File: src/rtl/spectrum_renderer.sv
// Spectrum-bar pixel source for vga_driver: mirrors the driver's raster position and
// registers one colour per clock from a tear-free display copy of the bar heights.
`timescale 1ns/1ps
module spectrum_renderer #(
    parameter int          HPX      = 1024,
    parameter int          VLN      = 600,
    parameter int          NBARS    = 32,
    parameter int          BAR_W    = 32,
    parameter int          GAP      = 4,
    parameter int          DECAY    = 4,
    parameter logic [23:0] BAR_RGB  = 24'h00C040,
    parameter logic [23:0] PEAK_RGB = 24'hFFFFFF,
    parameter logic [23:0] BG_RGB   = 24'h000000
) (
    input  logic                     clk,
    input  logic                     rst,
    input  logic                     new_col,
    input  logic                     new_row,
    input  logic                     new_frame,
    input  logic                     bar_we,
    input  logic [$clog2(NBARS)-1:0] bar_addr,
    input  logic [9:0]               bar_height,
    output logic [23:0]              color,
    output logic                     frame_tick
);
    localparam int AW  = $clog2(NBARS);
    localparam int AW1 = AW + 1;
    localparam int DW  = (DECAY > 1) ? $clog2(DECAY) : 1;

    logic [10:0]   x;
    logic [9:0]    y;
    logic [9:0]    stage [NBARS];
    logic [9:0]    disp  [NBARS];
    logic [9:0]    peak  [NBARS];
    logic [DW-1:0] dcnt  [NBARS];

    logic          addr_ok;
    logic [9:0]    clamped;

    // With a power-of-two bar count every address is in range.
    generate
        if (NBARS == (1 << AW)) begin : g_full_addr
            assign addr_ok = 1'b1;
        end else begin : g_part_addr
            assign addr_ok = ({1'b0, bar_addr} < AW1'(NBARS));
        end
    endgenerate

    assign clamped = (bar_height > 10'(VLN)) ? 10'(VLN) : bar_height;

    always_ff @(posedge clk) begin
        if (rst) begin
            x <= '0;
            y <= '0;
        end else begin
            if (new_col) x <= new_row ? '0 : x + 11'd1;
            if (new_row) y <= new_frame ? '0 : y + 10'd1;
        end
    end

    // Swap reads stage before the same-cycle write lands, so a write on the
    // new_frame cycle is only shown one frame later.
    always_ff @(posedge clk) begin
        if (rst) begin
            for (int i = 0; i < NBARS; i++) begin
                stage[i] <= '0;
                disp[i]  <= '0;
                peak[i]  <= '0;
                dcnt[i]  <= '0;
            end
        end else begin
            if (new_frame) begin
                for (int i = 0; i < NBARS; i++) begin
                    disp[i] <= stage[i];
                    if (stage[i] >= peak[i]) begin
                        peak[i] <= stage[i];
                        dcnt[i] <= '0;
                    end else if (dcnt[i] == DW'(DECAY - 1)) begin
                        peak[i] <= ((peak[i] - 10'd1) < stage[i]) ? stage[i] : peak[i] - 10'd1;
                        dcnt[i] <= '0;
                    end else begin
                        dcnt[i] <= dcnt[i] + DW'(1);
                    end
                end
            end
            if (bar_we && addr_ok) stage[bar_addr] <= clamped;
        end
    end

    logic [10:0]   b;
    logic [10:0]   c;
    logic [AW-1:0] bi;
    logic [9:0]    pk;
    logic [9:0]    dh;
    logic [23:0]   pix;

    // Row tests use y + height so the peak row of a full-height bar (row -1) never matches.
    always_comb begin
        b   = x / 11'(BAR_W);
        c   = x % 11'(BAR_W);
        bi  = b[AW-1:0];
        pk  = peak[bi];
        dh  = disp[bi];
        pix = BG_RGB;
        if (x >= 11'(HPX) || y >= 10'(VLN) || b >= 11'(NBARS) || c >= 11'(BAR_W - GAP)) begin
            pix = BG_RGB;
        end else if (pk != '0 && ({1'b0, y} + {1'b0, pk}) == 11'(VLN - 1)) begin
            pix = PEAK_RGB;
        end else if (({1'b0, y} + {1'b0, dh}) >= 11'(VLN)) begin
            pix = BAR_RGB;
        end else begin
            pix = BG_RGB;
        end
    end

    always_ff @(posedge clk) begin
        if (rst) begin
            color      <= BG_RGB;
            frame_tick <= 1'b0;
        end else begin
            color      <= pix;
            frame_tick <= new_frame;
        end
    end

endmodule
File: config.mk
export PLATFORM = sky130hd
export DESIGN_NAME = spectrum_renderer
export DESIGN_NICKNAME = d
export VERILOG_FILES = /design/src/rtl/spectrum_renderer.sv
export SDC_FILE = /design/constraint.sdc
export NUM_CORES = 2
export LEC_CHECK = 0
export BUFFER_PORTS_ARGS = -buffer_cell sky130_fd_sc_hd__buf_2
export CAP_MARGIN = 20
export CORE_MARGIN = 2
export CORE_UTILIZATION = 40
export DETAILED_ROUTE_END_ITERATION = 6
export MAX_ROUTING_LAYER = met4
export PLACE_DENSITY = 0.61
export SYNTH_ARGS = -nofsm -noshare
export SYNTH_HDL_FRONTEND = slang
export SYNTH_SLANG_ARGS = --single-unit
File: constraint.sdc
create_clock -name clk -period 6.8 [get_ports clk]
set_clock_uncertainty 0.2 [all_clocks]
set_input_delay 1.36 -clock clk [delete_from_list [all_inputs] [get_ports clk]]
set_output_delay 1.36 -clock clk [all_outputs]
set_load 0.01 [all_outputs]
==> results.md <==
- Outcome: complete, no violations
- Final Hold Viols: 0
- LEAKAGE: 30.1 nW
- Top-Level Pins: 46
- Mapped Area: 67,600 um^2
- CTS tree: done
- PwrDens: 247 nW/um^2
- DR pass1 iterations: 6
- Layout cells sized above 1: 9.79%
- Critical Path Start Type: flip-flop
- Leading area contributor after synthesis: edfxtp_1
- IO Port Bufs: 45
- Synthesized area per cell: 10.7 um^2
- Gr ovfl total: 0
- Worst path depth: 14
- CP delay by family, top: multiplexers
- Gr usage total: 25.9%
- Crit path to: color[15]
- Maximum VDD drop: 0.211 mV
- Initial Util: 40.4%
- TritonCTS buffer count: 117
- Period utilization: 78.3%
- Final ANT Viol Nets: 0
- Most frequent CP cell: mux4_2
- YS warnings: 0
- CP Buf/Inv Count: 1
- Clock latency on the worst-skew pair: 0.77 ns
- Critical R2R Capture: color[15]
- Post-synth top area share: 45.5%
- Setup violations, final: 0
- Count of final max-slew check failures: 0
- First-pass GRT wire length: 324,000 um
- Finished Layout Cells: 8,592
- Tot Pwr: 18.3 mW
- Synth Register Bits: 1,053
- Mapped Cells: 6,302
- Residual DRC: 0
- Placed cell area: 70,300 um^2
- Internal power: 13.0 mW
- Util after Layout: 44.4%
- Fill cells: 15,600
- Largest net degree at the start of global routing: 153
- Post-CTS Resized: 0
- Worst setup margin: 1.48 ns
- DR vias/cell: 5.86
- Synth area leaders: edfxtp_1 46%, ha_1 13%, mux4_2 6.4%
- Critical path arrival: 5.84 ns
- Crit end category: flip-flop
- Switching share of power: 29.3%
- Crit path max fanout: 34
- Vias in the first global route: 48,200
- Net count after synthesis: 7,053
- Netlist cell types: 66
- Flop pwr share: 44.8%
- Post-synth top flop: edfxtp_1
- Worst-Margin Slew: 1.23 ns
- Post-synthesis sequential area ratio: 46.4%
- Area growth, synth to finish: 10.1%
- Placed Cells: 8,368
- Psw: 5.38 mW
- CP max-delay cell: dfxtp_4
- Die ar.: 172,000 um^2
- Design Area, Final: 74,400 um^2
- Part of the power in the clock network: 37.7%
- Unrepaired setup endpoints after global routing: no
- Asr flop ratio synth: 0%
- WL/cell: 25.8 um
- Post-route setup TNS: 0 ns
- Worst EP required: 7.32 ns
- Critical path class: reg -> reg
- Reg clk slew, reported paths: 0.07 ns
- Drt total wl: 221,000 um
- Max_cap viols: 0
- CTS Root Cell: clkbuf_16
- Die height: 415 um
- Gp weighted congestion: 0.987
- Vias: 50,400
- Core area: 167,000 um^2
- DP Wirelength: 163,000 um
- Critical path cell sequence: buf_4 -> mux4_2 -> mux4_2 -> mux2_2 -> ha_1 -> fa_1 -> a21o_1 -> a221oi_1 -> o21ai_0 -> and3b_1 -> o211ai_1 -> nand3_1 -> a21oi_1 -> or2_1
- CTS max path bufs: 3
- Std-Cell Rows: 150
- Worst hold margin: 0.312 ns
- Max Fclk: 0.188 GHz
- Final #Nets: 7,036
- Slowest cell delay on critical path: 0.89 ns
- Num Clock Sinks: 1,053
- Cell depth of the worst flop-to-flop path: 14
- Worst reg-to-reg setup slack: 1.48 ns
- Dpl ws: 1.55 ns
- Initial antenna violation count: 9
- H-tree levels: 3
- Fin crit period: 5.32 ns
- Cts hold-fix bufs: 0
- Relative slew margins: 17.7%
- Combinational share of power: 17.5%
- Setup Fix Bufs, Post-CTS: 0
- Post-synth EDFFs: 1,024
- DIE WIDTH: 415 um
- Hold/Removal Path Class: reg -> reg
- Initial DRC Count: 5,462
==> cell type report <==
type / instances / area, um^2 / area share (%)
antenna: 4 / 10.0 / 0.0135
clock buffer: 144 / 3100 / 4.17
clock inverter: 74 / 1020 / 1.37
inverter: 724 / 2720 / 3.65
multi-input combinational: 4235 / 32300 / 43.5
sequential: 1053 / 31300 / 42.1
tap: 2204 / 2760 / 3.71
timing repair buffer: 154 / 1110 / 1.49
==> power by group through the flow <==
stage	sequential, mW	combinational [mW]	clock (mW)
6_report	8.21	3.21	6.92
5_1_grt	8.23	3.57	7.23
4_1_cts	8.20	3.17	7.01
3_5_place_dp	8.33	3.15	0
3_3_place_gp	8.33	3.08	0
2_1_floorplan	7.99	2.25	0
==> worst min path at each step <==
stage                     start        end  slack [ns]  cells past startpoint
after detailed placement   x[1]       x[1]        0.31                      2
after global routing       x[1]       x[1]        0.36                      2
after CTS                  x[1]       x[1]        0.32                      2
final                      x[1]       x[1]        0.31                      2
after floorplan            x[5]  flip-flop        0.27                      2
after global placement     x[1]       x[1]        0.29                      2
==> synthesized netlist by cell type (all sizes together), types with 12 or more instances <==
library cell,count
nor2b,67
buf,97
inv,723
nand2,172
nand4,50
dfxtp,29
nor4,69
o21ai,130
xnor2,227
a211o,16
edfxtp,1024
nand3,134
ha,728
clkbuf,193
a21oi,386
a211oi,21
nor3,500
o31ai,36
and3,26
a22oi,16
nor2,804
o31a,25
mux2,80
o21a,120
nand2b,94
xor2,44
o211ai,38
nor4b,17
mux4,193
a21o,110
a2111oi,14
a221oi,12
==> sequential cells by signal (all words and copies together), names as in the netlist, named ones only <==
signal	flops
stage	320
peak	320
x	11
y	10
disp	320
color	2
frame_tick	1
dcnt	64
==> cells by family (layout without fill, tap and decap cells) <==
logic type,after synthesis,in the layout,share of synthesized area [%]
buffers and inverters,1014,1096,5.86
other,0,4,0
and+or+nand+nor,1974,1974,13.6
AOI/OAI and AO/OA,983,983,9.25
muxes,277,277,7.83
DFF,1053,1053,46.4
adders and majority gates,730,730,13.5
xor gates and xnor gates,271,271,3.51
==> placed cells by master, fill, tap and decap left out, types with 80 or more instances in the layout <==
| master | n |
|---|---|
| edfxtp_1 | 1024 |
| nor2_1 | 801 |
| ha_1 | 728 |
| inv_1 | 722 |
| nor3_1 | 499 |
| a21oi_1 | 386 |
| xnor2_1 | 227 |
| mux4_2 | 193 |
| nand2_1 | 166 |
| nand3_1 | 134 |
| o21a_1 | 120 |
| o21ai_0 | 119 |
| clkbuf_16 | 119 |
| a21o_1 | 110 |
| buf_4 | 100 |
| nand2b_1 | 93 |
| mux2_2 | 80 |
==> worst min-delay path: cells and delay by family (launching register included) <==
kind	cells	cell delay (ns)
simple gates	1	0.08
compound gates	1	0.05
flops	1	0.33
==> per-layer routing <==
layer	global-route usage [%]	part of all wire, %	up-vias	routed length [um]
li1	-	-	22800	-
met1	34.2	42	25000	92600
met2	40.6	46	2162	102000
met3	3.44	7.6	397	16800
met4	10.2	4.6	0	10100
met5	-	0	-	0
Power figures use the tool's default switching activity.
